`config.mk`:
```
export PLATFORM = sky130hd
export DESIGN_NAME = data_rec_submodule
export DESIGN_NICKNAME = d
export VERILOG_FILES = /design/src/rtl/data_rec_submodule.sv
export SDC_FILE = /design/constraint.sdc
export NUM_CORES = 1
export LEC_CHECK = 0
export ABC_AREA = 1
export CAP_MARGIN = 25
export CORE_MARGIN = 2
export CORE_UTILIZATION = 55
export DETAILED_ROUTE_END_ITERATION = 16
export GPL_TIMING_DRIVEN = 0
export PLACE_DENSITY = 0.74
export SLEW_MARGIN = 20
export SYNTH_ARGS = -nofsm -noshare
export SYNTH_HDL_FRONTEND = slang
export SYNTH_SLANG_ARGS = --single-unit
```
`constraint.sdc`:
```
create_clock -name clk -period 11.89 [get_ports clk]
set_clock_uncertainty 0.1 [all_clocks]
set_input_delay 2.378 -clock clk [delete_from_list [all_inputs] [get_ports clk]]
set_output_delay 2.378 -clock clk [all_outputs]
set_load 0.01 [all_outputs]
```
`src/rtl/data_rec_submodule.sv`:
```
// Receive-side capture for the 8-channel 12-bit echo bus.
// A trigger starts a delayed, decimated capture of NUM_FRAMES frames into a
// frame FIFO. A serialiser turns each frame into eight tagged 16-bit words.
// Ports:
//   clk, reset_n      clock, async active-low reset
//   trig              capture start, accepted only while idle
//   Data_A..Data_H    channel samples ch0..ch7
//   out_data          {first_of_frame, ch_idx[2:0], sample[11:0]}
//   out_valid         out_data holds a word
//   out_ready         downstream accept; transfer on valid & ready
//   busy              capture sequence in progress (registered from state)
//   overflow          sticky frame-drop flag, cleared by the next trigger
//   done              one-cycle pulse when the drain completes
module data_rec_submodule #(
  parameter int unsigned DELAY_CYC  = 4,
  parameter int unsigned DECIM      = 8,
  parameter int unsigned NUM_FRAMES = 16,
  parameter int unsigned FIFO_DEPTH = 4
) (
  input  logic        clk,
  input  logic        reset_n,
  input  logic        trig,
  input  logic [11:0] Data_A,
  input  logic [11:0] Data_B,
  input  logic [11:0] Data_C,
  input  logic [11:0] Data_D,
  input  logic [11:0] Data_E,
  input  logic [11:0] Data_F,
  input  logic [11:0] Data_G,
  input  logic [11:0] Data_H,
  output logic [15:0] out_data,
  output logic        out_valid,
  input  logic        out_ready,
  output logic        busy,
  output logic        overflow,
  output logic        done
);

  localparam int unsigned SAMPLE_W = 12;
  localparam int unsigned NUM_CH   = 8;
  localparam int unsigned FRAME_W  = SAMPLE_W * NUM_CH;
  localparam int unsigned AW       = $clog2(FIFO_DEPTH);
  localparam int unsigned PTR_W    = AW + 1;
  localparam int unsigned DLY_W    = (DELAY_CYC > 0) ? $clog2(DELAY_CYC + 1) : 1;
  localparam int unsigned DEC_W    = $clog2(DECIM);
  localparam int unsigned FRM_W    = $clog2(NUM_FRAMES + 1);
  localparam int unsigned SER_W    = $clog2(NUM_CH + 1);

  localparam logic [1:0] ST_IDLE    = 2'd0;
  localparam logic [1:0] ST_DELAY   = 2'd1;
  localparam logic [1:0] ST_CAPTURE = 2'd2;
  localparam logic [1:0] ST_DRAIN   = 2'd3;

  logic [1:0]          state_q, state_d;
  logic [DLY_W-1:0]    dly_q, dly_d;
  logic [DEC_W-1:0]    dec_q, dec_d;
  logic [FRM_W-1:0]    frm_q, frm_d;
  logic                ovf_q, ovf_d;
  logic                done_q, done_d;
  logic                busy_q, busy_d;
  logic [PTR_W-1:0]    wr_ptr_q, wr_ptr_d;
  logic [PTR_W-1:0]    rd_ptr_q, rd_ptr_d;
  logic [FRAME_W-1:0]  ser_frame_q, ser_frame_d;
  logic [SER_W-1:0]    ser_cnt_q, ser_cnt_d;
  logic [15:0]         out_data_q, out_data_d;
  logic                out_valid_q, out_valid_d;
  logic [FRAME_W-1:0]  mem_q [FIFO_DEPTH];

  logic                fifo_empty_c, fifo_full_c;
  logic                out_take_c, pop_c, sample_c, push_c, drop_c;
  logic [2:0]          ch_idx_c;

  // Frame FIFO status; the extra pointer bit separates full from empty.
  assign fifo_empty_c = (wr_ptr_q == rd_ptr_q);
  assign fifo_full_c  = (wr_ptr_q[AW] != rd_ptr_q[AW]) &&
                        (wr_ptr_q[AW-1:0] == rd_ptr_q[AW-1:0]);

  // Serialiser moves a word into the output register whenever it is free or draining.
  assign out_take_c = (ser_cnt_q != '0) && (!out_valid_q || out_ready);
  // Refill the serialiser as its last word leaves, so frames stream without a bubble.
  assign pop_c      = !fifo_empty_c &&
                      ((ser_cnt_q == '0) || ((ser_cnt_q == SER_W'(1)) && out_take_c));
  assign sample_c   = ((state_q == ST_DELAY) && (dly_q == '0)) ||
                      ((state_q == ST_CAPTURE) && (dec_q == '0));
  // A pop in the same cycle frees a slot for a write into a full FIFO.
  assign push_c     = sample_c && (!fifo_full_c || pop_c);
  assign drop_c     = sample_c && fifo_full_c && !pop_c;
  assign ch_idx_c   = 3'(SER_W'(NUM_CH) - ser_cnt_q);

  // Next-state, counters, FIFO pointers and serialiser.
  always_comb begin
    state_d     = state_q;
    dly_d       = dly_q;
    dec_d       = dec_q;
    frm_d       = frm_q;
    ovf_d       = ovf_q;
    done_d      = 1'b0;
    busy_d      = (state_q != ST_IDLE);
    wr_ptr_d    = wr_ptr_q;
    rd_ptr_d    = rd_ptr_q;
    ser_frame_d = ser_frame_q;
    ser_cnt_d   = ser_cnt_q;
    out_data_d  = out_data_q;
    out_valid_d = out_valid_q;

    case (state_q)
      ST_IDLE: begin
        if (trig) begin
          state_d = ST_DELAY;
          dly_d   = DLY_W'(DELAY_CYC);
          frm_d   = '0;
          ovf_d   = 1'b0;
        end
      end
      ST_DELAY: begin
        if (dly_q != '0) dly_d = dly_q - DLY_W'(1);
      end
      ST_CAPTURE: begin
        if (dec_q != '0) dec_d = dec_q - DEC_W'(1);
      end
      ST_DRAIN: begin
        if (fifo_empty_c && (ser_cnt_q == '0) && !out_valid_q) begin
          state_d = ST_IDLE;
          done_d  = 1'b1;
        end
      end
      default: state_d = ST_IDLE;
    endcase

    // Every sample edge counts a frame, whether it is stored or dropped.
    if (sample_c) begin
      frm_d   = frm_q + FRM_W'(1);
      dec_d   = DEC_W'(DECIM - 1);
      state_d = (frm_q == FRM_W'(NUM_FRAMES - 1)) ? ST_DRAIN : ST_CAPTURE;
    end

    if (drop_c) ovf_d = 1'b1;
    if (push_c) wr_ptr_d = wr_ptr_q + PTR_W'(1);
    if (pop_c)  rd_ptr_d = rd_ptr_q + PTR_W'(1);

    if (out_valid_q && out_ready) out_valid_d = 1'b0;
    if (out_take_c) begin
      out_valid_d = 1'b1;
      out_data_d  = {(ser_cnt_q == SER_W'(NUM_CH)), ch_idx_c, ser_frame_q[SAMPLE_W-1:0]};
      ser_frame_d = ser_frame_q >> SAMPLE_W;
      ser_cnt_d   = ser_cnt_q - SER_W'(1);
    end
    if (pop_c) begin
      ser_frame_d = mem_q[rd_ptr_q[AW-1:0]];
      ser_cnt_d   = SER_W'(NUM_CH);
    end
  end

  // State and control registers.
  always_ff @(posedge clk or negedge reset_n) begin
    if (!reset_n) begin
      state_q     <= ST_IDLE;
      dly_q       <= '0;
      dec_q       <= '0;
      frm_q       <= '0;
      ovf_q       <= 1'b0;
      done_q      <= 1'b0;
      busy_q      <= 1'b0;
      wr_ptr_q    <= '0;
      rd_ptr_q    <= '0;
      ser_frame_q <= '0;
      ser_cnt_q   <= '0;
      out_data_q  <= '0;
      out_valid_q <= 1'b0;
    end else begin
      state_q     <= state_d;
      dly_q       <= dly_d;
      dec_q       <= dec_d;
      frm_q       <= frm_d;
      ovf_q       <= ovf_d;
      done_q      <= done_d;
      busy_q      <= busy_d;
      wr_ptr_q    <= wr_ptr_d;
      rd_ptr_q    <= rd_ptr_d;
      ser_frame_q <= ser_frame_d;
      ser_cnt_q   <= ser_cnt_d;
      out_data_q  <= out_data_d;
      out_valid_q <= out_valid_d;
    end
  end

  // Frame storage; contents are don't-care while the pointers say empty.
  always_ff @(posedge clk) begin
    if (push_c) mem_q[wr_ptr_q[AW-1:0]] <= {Data_H, Data_G, Data_F, Data_E,
                                           Data_D, Data_C, Data_B, Data_A};
  end

  assign out_data  = out_data_q;
  assign out_valid = out_valid_q;
  assign busy      = busy_q;
  assign overflow  = ovf_q;
  assign done      = done_q;

endmodule
```
==> run_summary.xml <==
<?xml version="1.0" encoding="UTF-8"?>
<metrics>
  <group name="run_status">
    <metric name="status" unit="">complete, no violations</metric>
  </group>
  <group name="clocking">
    <metric name="post_cts.resized_instances" unit="">0</metric>
    <metric name="numCtsBuffers" unit="">52</metric>
    <metric name="clock_sink_count" unit="">523</metric>
    <metric name="cts_post_setup_buffers_inserted" unit="">0</metric>
    <metric name="h-tree-depth" unit="">2</metric>
    <metric name="clkTransAtPathRegs" unit="ns">0.06</metric>
    <metric name="cts-root-to-sink-buffers" unit="">3</metric>
    <metric name="clk_lat_worst_skew" unit="ns">0.60</metric>
    <metric name="cts-root-buf" unit="">sky130_fd_sc_hd__clkbuf_16</metric>
    <metric name="hold_buffers" unit="">0</metric>
    <metric name="cts_tree" unit="">yes</metric>
  </group>
  <group name="global_routing">
    <metric name="grt_pass1_wl" unit="mm">82.4</metric>
    <metric name="grt_pass1_vias" unit="">14800</metric>
    <metric name="grt_max_degree" unit="">82</metric>
    <metric name="groute.usage.overall" unit="%">26.5</metric>
    <metric name="grt_antenna_before_repair" unit="">1</metric>
    <metric name="global_route.overflow_total" unit="">0</metric>
  </group>
  <group name="yosys">
    <metric name="post-synth-top-area-cell" unit="">sky130_fd_sc_hd__edfxtp_1</metric>
    <metric name="synth.net_count" unit="">2067</metric>
    <metric name="post_synth.cell_area_avg" unit="µm²">10.9</metric>
    <metric name="netlist.area_leader.share" unit="%">54.2</metric>
    <metric name="synth.distinct_cells" unit="">26</metric>
    <metric name="ys_seq_elements" unit="">523</metric>
    <metric name="netlist_area" unit="µm²">21300</metric>
    <metric name="ys_warn_count" unit="">0</metric>
    <metric name="largest_cells_by_area_after_synthesis" unit="">sky130_fd_sc_hd__edfxtp_1 (54%), sky130_fd_sc_hd__dfrtp_1 (16%), sky130_fd_sc_hd__nand2_1 (9.4%)</metric>
    <metric name="synthesized_netlist_cell_count" unit="">1954</metric>
    <metric name="synth_seq_area_share" unit="%">70.6</metric>
  </group>
  <group name="timing">
    <metric name="rsz0062_at_grt" unit="">false</metric>
    <metric name="fmax" unit="GHz">0.217</metric>
    <metric name="finalSetupViolations" unit="">0</metric>
    <metric name="worst_pin_slew" unit="ns">0.948</metric>
    <metric name="slew_headroom" unit="%">36.4</metric>
    <metric name="finalMaxSlewViolations" unit="">0</metric>
    <metric name="fin_crit" unit="ns">4.61</metric>
    <metric name="timing.final.crit_share" unit="%">38.8</metric>
    <metric name="totalNegativeSetupSlack" unit="ns">0</metric>
    <metric name="hold_violations" unit="">0</metric>
  </group>
  <group name="finish">
    <metric name="finalNonFillerCells" unit="">2707</metric>
    <metric name="layout.area.seq" unit="µm²">15000</metric>
    <metric name="fillCellCount" unit="">2890</metric>
    <metric name="finish.net_count" unit="">2258</metric>
    <metric name="area_used_by_multi_input_combinational_logic" unit="µm²">5340</metric>
    <metric name="layout-drive-gt1-share" unit="%">7.31</metric>
    <metric name="utilization" unit="%">65.5</metric>
    <metric name="antenna_cells_inserted" unit="">0</metric>
    <metric name="area_growth_syn_to_layout" unit="%">18.2</metric>
  </group>
  <group name="routing">
    <metric name="detail_route.drc_violations" unit="">0</metric>
    <metric name="detail_route.iter0.violations" unit="">1438</metric>
    <metric name="drt-vias-per-instance" unit="">5.58</metric>
    <metric name="drtPass1Iterations" unit="">6</metric>
    <metric name="post_drt_wl_per_cell" unit="µm">19.5</metric>
    <metric name="detailroute.via_count" unit="">15100</metric>
    <metric name="drt-total-wl" unit="mm">52.9</metric>
    <metric name="route.antenna.remaining_nets" unit="">0</metric>
  </group>
  <group name="setup_path">
    <metric name="worst_ep_required_time" unit="ns">12.13</metric>
    <metric name="critPathKind" unit="">input port to flop</metric>
    <metric name="cp-start-kind" unit="">input port</metric>
    <metric name="worst-r2r-cell-count" unit="">10</metric>
    <metric name="critPathCaptureType" unit="">flop</metric>
    <metric name="cp_data_arrival_time" unit="ns">4.85</metric>
    <metric name="cp_max_fo" unit="">23</metric>
  </group>
  <group name="min_path">
    <metric name="min_delay_path_depth" unit="">2</metric>
    <metric name="timing.hold.worst.class" unit="">flop to flop</metric>
  </group>
  <group name="die">
    <metric name="std_cell_rows" unit="">72</metric>
    <metric name="initial_core_util" unit="%">55.4</metric>
    <metric name="core_area" unit="µm²">38400</metric>
    <metric name="fp.dieH" unit="µm">201</metric>
    <metric name="floorplan_die_area" unit="µm²">40300</metric>
    <metric name="top_level_ports" unit="">120</metric>
    <metric name="die_x" unit="µm">201</metric>
  </group>
  <group name="placed_design">
    <metric name="gpl.final_weighted_congestion" unit="">0.888</metric>
    <metric name="place.detailed.instances" unit="">2609</metric>
    <metric name="numPortBuffers" unit="">119</metric>
    <metric name="detailed_place_hpwl" unit="mm">35.4</metric>
  </group>
  <group name="power_and_ir_drop">
    <metric name="peakVddDrop" unit="V">0.000147</metric>
    <metric name="power_per_cell_area" unit="nW/µm²">255</metric>
    <metric name="leakagePower" unit="nW">10.2</metric>
  </group>
  <group name="flow_run">
    <metric name="maxCapViolations" unit="">0</metric>
  </group>
</metrics>
==> cells by family after synthesis <==
logic type	Yosys count	share of synthesized area, %
xor+xnor	4	0.200
simple gates	1023	19.9
fa+ha+maj	13	0.765
flops	523	70.6
compound gates	169	4.15
buf+inv	222	4.45
==> Yosys cell counts <==
library cell,instances
sky130_fd_sc_hd__buf_1,11
sky130_fd_sc_hd__o22ai_1,26
sky130_fd_sc_hd__nand2_1,531
sky130_fd_sc_hd__inv_2,3
sky130_fd_sc_hd__a21oi_1,2
sky130_fd_sc_hd__nand4_1,20
sky130_fd_sc_hd__nand2_2,2
sky130_fd_sc_hd__ha_1,13
sky130_fd_sc_hd__or2_2,1
sky130_fd_sc_hd__inv_1,106
sky130_fd_sc_hd__nor3_1,1
sky130_fd_sc_hd__a31oi_1,1
sky130_fd_sc_hd__nor2_1,218
sky130_fd_sc_hd__clkbuf_1,44
sky130_fd_sc_hd__xnor2_2,1
sky130_fd_sc_hd__xor2_1,3
sky130_fd_sc_hd__nand3_1,249
sky130_fd_sc_hd__edfxtp_1,384
sky130_fd_sc_hd__a21o_1,1
sky130_fd_sc_hd__nand3_4,1
sky130_fd_sc_hd__buf_4,14
sky130_fd_sc_hd__buf_6,1
sky130_fd_sc_hd__dfrtp_1,139
sky130_fd_sc_hd__buf_2,43
sky130_fd_sc_hd__o21ai_1,3
sky130_fd_sc_hd__o21ai_0,136
==> per-stage QoR <==
step	hold WS, ns	worst slack (ns)	cell area, µm²	power [mW]
finish	0.382	7.28	25100	6.40
floorplan	0.343	4.38	21300	4.10
global route	0.405	7.15	25100	6.79
global placement	0.366	0.565	23100	4.77
CTS	0.381	7.31	25100	6.40
detailed placement	0.366	6.71	23500	4.86
==> final timing paths <==
kind / from / end / slack (ns)
worst max-delay path: out_ready / mem_q[2][40] / 7.28
worst min-delay path: out_data[5] / out_data[5] / 0.38
worst max register to register: rd_ptr_q[1] / mem_q[2][40] / 8.76
worst min register to register: out_data[5] / out_data[5] / 0.38
max in group asynchronous: reset_n / ser_frame_q[53] / 9.30
min in group asynchronous: reset_n / ser_frame_q[39] / 1.62
==> cell type report <==
cell class / count / share of cell area (%)
inverter: 109 / 1.63
tap: 518 / 2.58
clock inverter: 17 / 0.368
buffer: 113 / 2.14
sequential: 523 / 59.7
multi-input combinational: 1209 / 21.2
clock buffer: 81 / 5.97
timing repair buffer: 137 / 6.37
==> flip-flops by register name (all words and copies together) (netlist names), 3 cells and up <==
name         cells
dec_q            3
dly_q            3
frm_q            5
mem_q          384
out_data        16
rd_ptr_q         3
ser_cnt_q        4
ser_frame_q     96
wr_ptr_q         3
==> metal layers <==
layer,part of all wire (%),track usage [%]
met5,0.023,0
met4,2.6,8.62
met3,7.3,4.03
met2,49,44.3
met1,41,36.2
==> power breakdown <==
group	switching, mW	internal [mW]	total (mW)	leakage [nW]
Combinational	1.42	0.682	2.10	4.21
Sequential	0.223	2.54	2.77	5.17
Clock	0.667	0.868	1.54	0.783
Total	2.31	4.09	6.40	10.2
==> layout by cell type, fill, tap and decap left out, drive strengths merged, types with 2 or more instances in the layout <==
| cell type | instances |
|---|---|
| clkinv | 13 |
| o22ai | 26 |
| a21oi | 2 |
| clkbuf | 125 |
| nand2 | 533 |
| dfrtp | 139 |
| xor2 | 3 |
| o21ai | 139 |
| ha | 13 |
| nand4 | 20 |
| nand3 | 250 |
| clkdlybuf4s50 | 118 |
| nor2 | 218 |
| edfxtp | 384 |
| buf | 88 |
| inv | 113 |
==> worst max-delay path: stages <==
cell	delay, ns
sky130_fd_sc_hd__clkdlybuf4s50_1	0.40
sky130_fd_sc_hd__inv_1	0.13
sky130_fd_sc_hd__nand2_1	0.13
sky130_fd_sc_hd__nand3_1	0.09
sky130_fd_sc_hd__nand2_1	0.09
sky130_fd_sc_hd__o21ai_1	0.76
sky130_fd_sc_hd__nor2_4	0.24
sky130_fd_sc_hd__buf_16	0.25
sky130_fd_sc_hd__buf_12	0.17
sky130_fd_sc_hd__buf_12	0.18
Power figures use the tool's default switching activity.
